File: src/rtl/lut_2b_div_pkg.sv
// Shared types and constants for the radix-4 LUT divider.
// Optional early-exit build is selected with LUT_2B_DIV_EARLY_EXIT_EN.
package lut_2b_div_pkg;

  localparam int DEF_N     = 32;
  localparam int DEF_ITER  = DEF_N;
  localparam int DEF_CNT_W = $clog2(DEF_ITER);
  localparam int MAX_N     = 64;

  // Divide-by-zero quotient; sliced down to 2*N bits by the user.
  localparam logic [2*MAX_N-1:0] DIV0_QUOT = '1;

  typedef enum logic [1:0] {
    IDLE,
    LOAD,
    ITER,
    DONE
  } state_e;

endpackage

File: src/rtl/lut_2b_div_digit_sel.sv
// Radix-4 digit selection: picks the largest divisor multiple not above t
// and returns the digit plus the reduced partial remainder.
module lut_2b_div_digit_sel
  import lut_2b_div_pkg::*;
#(
  parameter int N = DEF_N
) (
  input  logic [N+1:0] t,
  input  logic [N+1:0] m1,
  input  logic [N+1:0] m2,
  input  logic [N+1:0] m3,
  output logic [1:0]   q,
  output logic [N+1:0] r_new
);

  logic ge1;
  logic ge2;
  logic ge3;

  assign ge1 = (t >= m1);
  assign ge2 = (t >= m2);
  assign ge3 = (t >= m3);

  always_comb begin
    q     = 2'd0;
    r_new = t;
    if (ge3) begin
      q     = 2'd3;
      r_new = t - m3;
    end else if (ge2) begin
      q     = 2'd2;
      r_new = t - m2;
    end else if (ge1) begin
      q     = 2'd1;
      r_new = t - m1;
    end
  end

endmodule

File: src/rtl/lut_2b_divider.sv
// Radix-4 restoring divider: 2*N-bit dividend / N-bit divisor, 2 quotient bits per cycle.
// Define LUT_2B_DIV_EARLY_EXIT_EN to skip leading all-zero dividend pairs.
module lut_2b_divider
  import lut_2b_div_pkg::*;
#(
  parameter int N    = DEF_N,
  parameter int ITER = N
) (
  input  logic           clk_2b,
  input  logic           reset_2b,
  input  logic           start_2b,
  input  logic [2*N-1:0] dividend_2b,
  input  logic [N-1:0]   divisor_2b,
  output logic           ready_2b,
  output logic           done_2b,
  output logic [2*N-1:0] quotient_2b,
  output logic [N-1:0]   remainder_2b,
  output logic           div_zero_2b
);

  localparam int CNT_W = $clog2(ITER);
  localparam int RW    = N + 2;

  state_e           state_q, state_d;
  logic [2*N-1:0]   dividend_q, dividend_d;
  logic [N-1:0]     divisor_q, divisor_d;
  logic [RW-1:0]    m1_q, m1_d, m2_q, m2_d, m3_q, m3_d;
  logic [RW-1:0]    r_q, r_d;
  logic [2*N-1:0]   quot_q, quot_d;
  logic [CNT_W-1:0] cnt_q, cnt_d;
  logic [2*N-1:0]   quotient_q, quotient_d;
  logic [N-1:0]     remainder_q, remainder_d;
  logic             div_zero_q, div_zero_d;

  logic [RW-1:0]    t;
  logic [RW-1:0]    r_next;
  logic [1:0]       q_digit;

  // The remaining dividend is kept left-aligned so its next pair is always the top two bits.
  assign t = (r_q << 2) | RW'(dividend_q[2*N-1 -: 2]);

  lut_2b_div_digit_sel #(.N(N)) u_digit_sel (
    .t     (t),
    .m1    (m1_q),
    .m2    (m2_q),
    .m3    (m3_q),
    .q     (q_digit),
    .r_new (r_next)
  );

`ifdef LUT_2B_DIV_EARLY_EXIT_EN
  logic [CNT_W:0] lz;
  logic           lz_hit;

  always_comb begin
    lz     = '0;
    lz_hit = 1'b0;
    for (int i = ITER - 1; i >= 0; i--) begin
      if (!lz_hit && dividend_q[2*i +: 2] == 2'b00) begin
        lz = lz + 1'b1;
      end else begin
        lz_hit = 1'b1;
      end
    end
  end
`endif

  always_comb begin
    state_d     = state_q;
    dividend_d  = dividend_q;
    divisor_d   = divisor_q;
    m1_d        = m1_q;
    m2_d        = m2_q;
    m3_d        = m3_q;
    r_d         = r_q;
    quot_d      = quot_q;
    cnt_d       = cnt_q;
    quotient_d  = quotient_q;
    remainder_d = remainder_q;
    div_zero_d  = div_zero_q;

    case (state_q)
      IDLE: begin
        if (start_2b) begin
          dividend_d = dividend_2b;
          divisor_d  = divisor_2b;
          div_zero_d = 1'b0;
          if (divisor_2b == '0) begin
            div_zero_d  = 1'b1;
            quotient_d  = DIV0_QUOT[2*N-1:0];
            remainder_d = dividend_2b[N-1:0];
            state_d     = DONE;
          end else begin
            state_d = LOAD;
          end
        end
      end
      LOAD: begin
        m1_d    = RW'(divisor_q);
        m2_d    = RW'(divisor_q) << 1;
        m3_d    = RW'(divisor_q) + (RW'(divisor_q) << 1);
        r_d     = '0;
        quot_d  = '0;
        cnt_d   = CNT_W'(ITER - 1);
        state_d = lut_2b_div_pkg::ITER;
`ifdef LUT_2B_DIV_EARLY_EXIT_EN
        if (dividend_q == '0) begin
          quotient_d  = '0;
          remainder_d = '0;
          state_d     = DONE;
        end else begin
          dividend_d = dividend_q << (2 * lz);
          cnt_d      = CNT_W'(ITER - 1 - int'(lz));
        end
`endif
      end
      lut_2b_div_pkg::ITER: begin
        r_d        = r_next;
        quot_d     = {quot_q[2*N-3:0], q_digit};
        dividend_d = dividend_q << 2;
        // Results are published on entry to DONE so they are valid while done_2b is high.
        if (cnt_q == '0) begin
          quotient_d  = {quot_q[2*N-3:0], q_digit};
          remainder_d = r_next[N-1:0];
          state_d     = DONE;
        end else begin
          cnt_d = cnt_q - 1'b1;
        end
      end
      DONE: begin
        state_d = IDLE;
      end
      default: begin
        state_d = IDLE;
      end
    endcase
  end

  always_ff @(posedge clk_2b) begin
    if (reset_2b) begin
      state_q     <= IDLE;
      dividend_q  <= '0;
      divisor_q   <= '0;
      m1_q        <= '0;
      m2_q        <= '0;
      m3_q        <= '0;
      r_q         <= '0;
      quot_q      <= '0;
      cnt_q       <= '0;
      quotient_q  <= '0;
      remainder_q <= '0;
      div_zero_q  <= 1'b0;
    end else begin
      state_q     <= state_d;
      dividend_q  <= dividend_d;
      divisor_q   <= divisor_d;
      m1_q        <= m1_d;
      m2_q        <= m2_d;
      m3_q        <= m3_d;
      r_q         <= r_d;
      quot_q      <= quot_d;
      cnt_q       <= cnt_d;
      quotient_q  <= quotient_d;
      remainder_q <= remainder_d;
      div_zero_q  <= div_zero_d;
    end
  end

  assign ready_2b     = (state_q == IDLE);
  assign done_2b      = (state_q == DONE);
  assign quotient_2b  = quotient_q;
  assign remainder_2b = remainder_q;
  assign div_zero_2b  = div_zero_q;

endmodule

File: config.mk
export PLATFORM = sky130hd
export DESIGN_NAME = lut_2b_divider
export DESIGN_NICKNAME = d
export VERILOG_FILES = /design/src/rtl/lut_2b_div_pkg.sv /design/src/rtl/lut_2b_div_digit_sel.sv /design/src/rtl/lut_2b_divider.sv
export SDC_FILE = /design/constraint.sdc
export NUM_CORES = 1
export LEC_CHECK = 0
export ABC_AREA = 1
export BUFFER_PORTS_ARGS = -buffer_cell sky130_fd_sc_hd__buf_2
export CAP_MARGIN = 20
export CORE_UTILIZATION = 25
export DETAILED_ROUTE_END_ITERATION = 10
export PLACE_DENSITY = 0.45
export SLEW_MARGIN = 30
export SYNTH_ARGS = -nofsm -noshare
export SYNTH_HDL_FRONTEND = slang
export SYNTH_SLANG_ARGS = --single-unit
File: constraint.sdc
create_clock -name clk_2b -period 3.1 [get_ports clk_2b]
set_clock_uncertainty 0.05 [all_clocks]
set_input_delay 0.31 -clock clk_2b [delete_from_list [all_inputs] [get_ports clk_2b]]
set_output_delay 0.31 -clock clk_2b [all_outputs]
set_load 0.005 [all_outputs]
==> metrics.md <==
| Metric | Value |
|---|---|
| Gpl congestion | 1.01 |
| Die span in y | between 300 and 400 um |
| Count of cell types in the netlist | between 40 and 50 |
| Synthesis warning total | 0 |
| CTS tree | yes |
| Relative slew slack | 36.9% |
| Vias | 23,759 |
| Async SR Flop Fraction | 0% |
| Iter 0 DRT Violations | about 1,700 |
| Most frequent cells in the layout | 865 x nand2_1, 377 x a21oi_1, 363 x nor2_1, 350 x inv_1, 348 x dfxtp_1 |
| Hold slack | 0.0928 ns |
| First-pass GRT wire length | 139,000 um |
| Largest family of logic cells by synthesized area | simple AND/OR/NAND/NOR gates |
| Layout cell share with drive strength beyond 1 | between 10% and 20% |
| Yosys top cell area share | about a third |
| Tcrit/Tclk final | between 90 and 100% |
| Hold Fails Final Rpt | 0 |
| CTS H-tree lvls | 2 |
| Crit path max fanout | 4 |
| Max frequency | around 0.33 GHz |
| # Max-Cap Violations | 0 |
| Vias in the first global route | 22,732 |
| Number of remaining DRC errors | 0 |
| Die W | between 300 and 400 um |
| Fin nets | 4,015 |
| CP required | 3.48 ns |
| HPWL Detailed | around 72,000 um |
| Run status | finished, final reports clean |
| Die area | just over 90,000 um^2 |
| Mapped Cells | around 3,400 |
| Synth area leader | dfxtp_1 |
| Total CTS buffers | between 40 and 50 |
| Placed insts | around 4,800 |
| Final std cells w/o fill | roughly 5,000 |
| Initial core utilization | 25.2% |
| Routed wire length | 92,800 um |
| Post-CTS Setup Bufs | 0 |
| Met1 wire length | between 40,000 and 50,000 um |
| Portion of netlist area occupied by mux cells | 0% |
| Synth Area in Simple Gates | 27.1% |
| Compound-Gate Fraction of Synth Area | approximately 21% |
| Overall power | 37.1 mW |
| Total Routing Usage GR | between 10% and 20% |
| Synth Cell Area | approximately 22,000 um^2 |
| Critical Path Sink Type | flop |
| Vias per std cell | 4.78 |
| IO buf count | just under 200 |
| Worst setup path category | flop to flop |
| Endpoints failing setup | 0 |
| Commonest non-fill, non-tap cell in the layout | nand2_1 |
| Max-slew violations | 0 |
| Final ANT Viol Nets | 0 |
| Top-Level Pins | 198 |
| Row cnt | ~110 |
| Metal2 WL | about 42,000 um |
| Syn Area/Cell | about 6.5 um^2 |
| Cell area power density | 1320 nW/um^2 |
| Post-Synth XOR/XNOR Area | under 10% |
| Grt total ovfl | 0 |
| HP Class | input pin to flop |
| Post-synth EDFFs | 0 |
| Worst-Skew Late Latency | just over 0.6 ns |
| Post-synthesis register bit count | about 360 |
| Syn_nets | between 3,000 and 4,000 |
| Main synth FF type | dfxtp_1 |
| Post-Synth Adder-Cell Area | about 8% |
| Pleak | 13.3 nW |
| Clock slew at reported path FFs | approximately 0.06 ns |
| Num Clock Sinks | approximately 360 |
| P&R area growth vs syn | 25.8% |
| Crit path DAT | around 3.4 ns |
| DR WL met3 | 4250 um |
| VDD IR max | approximately 840 uV |
| Clock buffer depth | 3 |
| Minimum clock period | 3.00 ns |
| Worst setup SP type | flop |
| Synth area leaders | dfxtp_1 32%, nand2_1 15%, a21oi_1 8.5% |
| Core area | ~90,000 um^2 |
| DR top layer | met4 |
| Detailed Routing Iterations Pass 1 | 6 |
| Antenna violations before repair | 0 |
| Pin count of the biggest net entering global routing | ~120 |
| Filler cells | between 9,000 and 10,000 |
| Setup tns final | 0 ns |
| Worst Max-Slew Pin Slew | roughly 0.95 ns |
| Clk root buf | clkbuf_16 |
| Avg WL per Cell | between 15 and 20 um |
| Register area share after synthesis | 32.2% |
## metal layers
metal	track usage [%]	vias to the layer above
met1	27.4	11061
met4	6.13	0
met3	2.29	123
li1	-	12003
met5	0	-
met2	32.4	572
## Yosys cell counts (4+ instances only)
library cell	count
o21ai_1	4
a21o_1	16
nand3b_1	8
ha_1	136
o21ai_0	332
clkbuf_2	4
a21oi_1	380
nor3_1	30
nand2_2	7
inv_2	5
nand4_1	16
or2_2	9
buf_1	8
nor2_1	372
nor4_1	14
o21bai_1	14
nand2_1	868
xor2_1	41
inv_1	353
fa_1	4
buf_2	20
buf_6	4
dfxtp_1	359
and2_1	4
a31oi_1	68
o21a_1	12
clkbuf_1	112
o211ai_1	16
xnor2_1	41
nand3_1	159
## worst paths after layout
check | from | end | slack [ns] | depth (start not counted)
worst max-delay path | m2_q[14] | r_q[23] | 0.10 | 17
worst min-delay path | reset_2b | quot_q[46] | 0.09 | 2
worst max register to register | m2_q[14] | r_q[23] | 0.10 | 17
worst min register to register | dividend_q[39] | dividend_q[41] | 0.42 | 2
## stage by stage
stage	util (%)	setup WS [ns]	area, um^2
after floorplan	-	0.668	22300
after global placement	28.7	-0.0102	25400
after detailed placement	28.7	0.0144	25400
after CTS	31.5	0.0434	27900
after global routing	31.8	-0.00315	28100
final	31.8	0.103	28100
## report_power, final
| part | total [mW] | internal [mW] | switching, mW |
|---|---|---|---|
| clock network | 5.35 | 3.11 | 2.23 |
| logic | 25.2 | 8.68 | 16.6 |
| registers | 6.54 | 5.68 | 0.856 |
## timing repair
item / in CTS / in global routing
resized for setup: 0 / 50
hold endpoints to repair: 111 / 0
hold buffers: 97 / 0
setup endpoints to repair: 0 / 53
## cell type report
cell class	count	area, um^2	area share [%]
clock buffer	64	1310	4.65
timing repair buffer	433	3220	11.5
antenna	1	2.50	0.00892
tap	1165	1460	5.19
clock inverter	14	190	0.678
sequential	359	7200	25.7
inverter	362	1370	4.87
multi-input combinational	2576	13300	47.5
## logic make-up after synthesis
kind of cell	Yosys count
buffers and inverters	513
AOI/OAI and AO/OA	859
DFF	359
and+or+nand+nor	1495
adders and majority gates	140
xor gates and xnor gates	82
## state kept, by name, indices dropped and copies added, names as in the netlist
name,flops
r_q,32
dividend_q,64
quot_q,62
remainder_2b,32
quotient_2b,64
m3_q,34
divisor_q,32
cnt_q,5
m2_q,31
div_zero_2b,1
state_q,2
## worst max-delay path: stages, from the launching register on
cell and delay [ns]:
dfxtp_1 0.29, inv_1 0.28, ha_1 0.32, buf_4 0.15
nand2_1 0.19, inv_1 0.06, nand2_1 0.06, nand2_1 0.15
a21oi_1 0.16, nand2_1 0.20, nand2_1 0.14, nand3_1 0.07
nand2_1 0.08, nand3_1 0.08, nand3_1 0.11, nand3_1 0.07
nand2_1 0.23, a21oi_1 0.10
(Power assumes the default switching activity.)
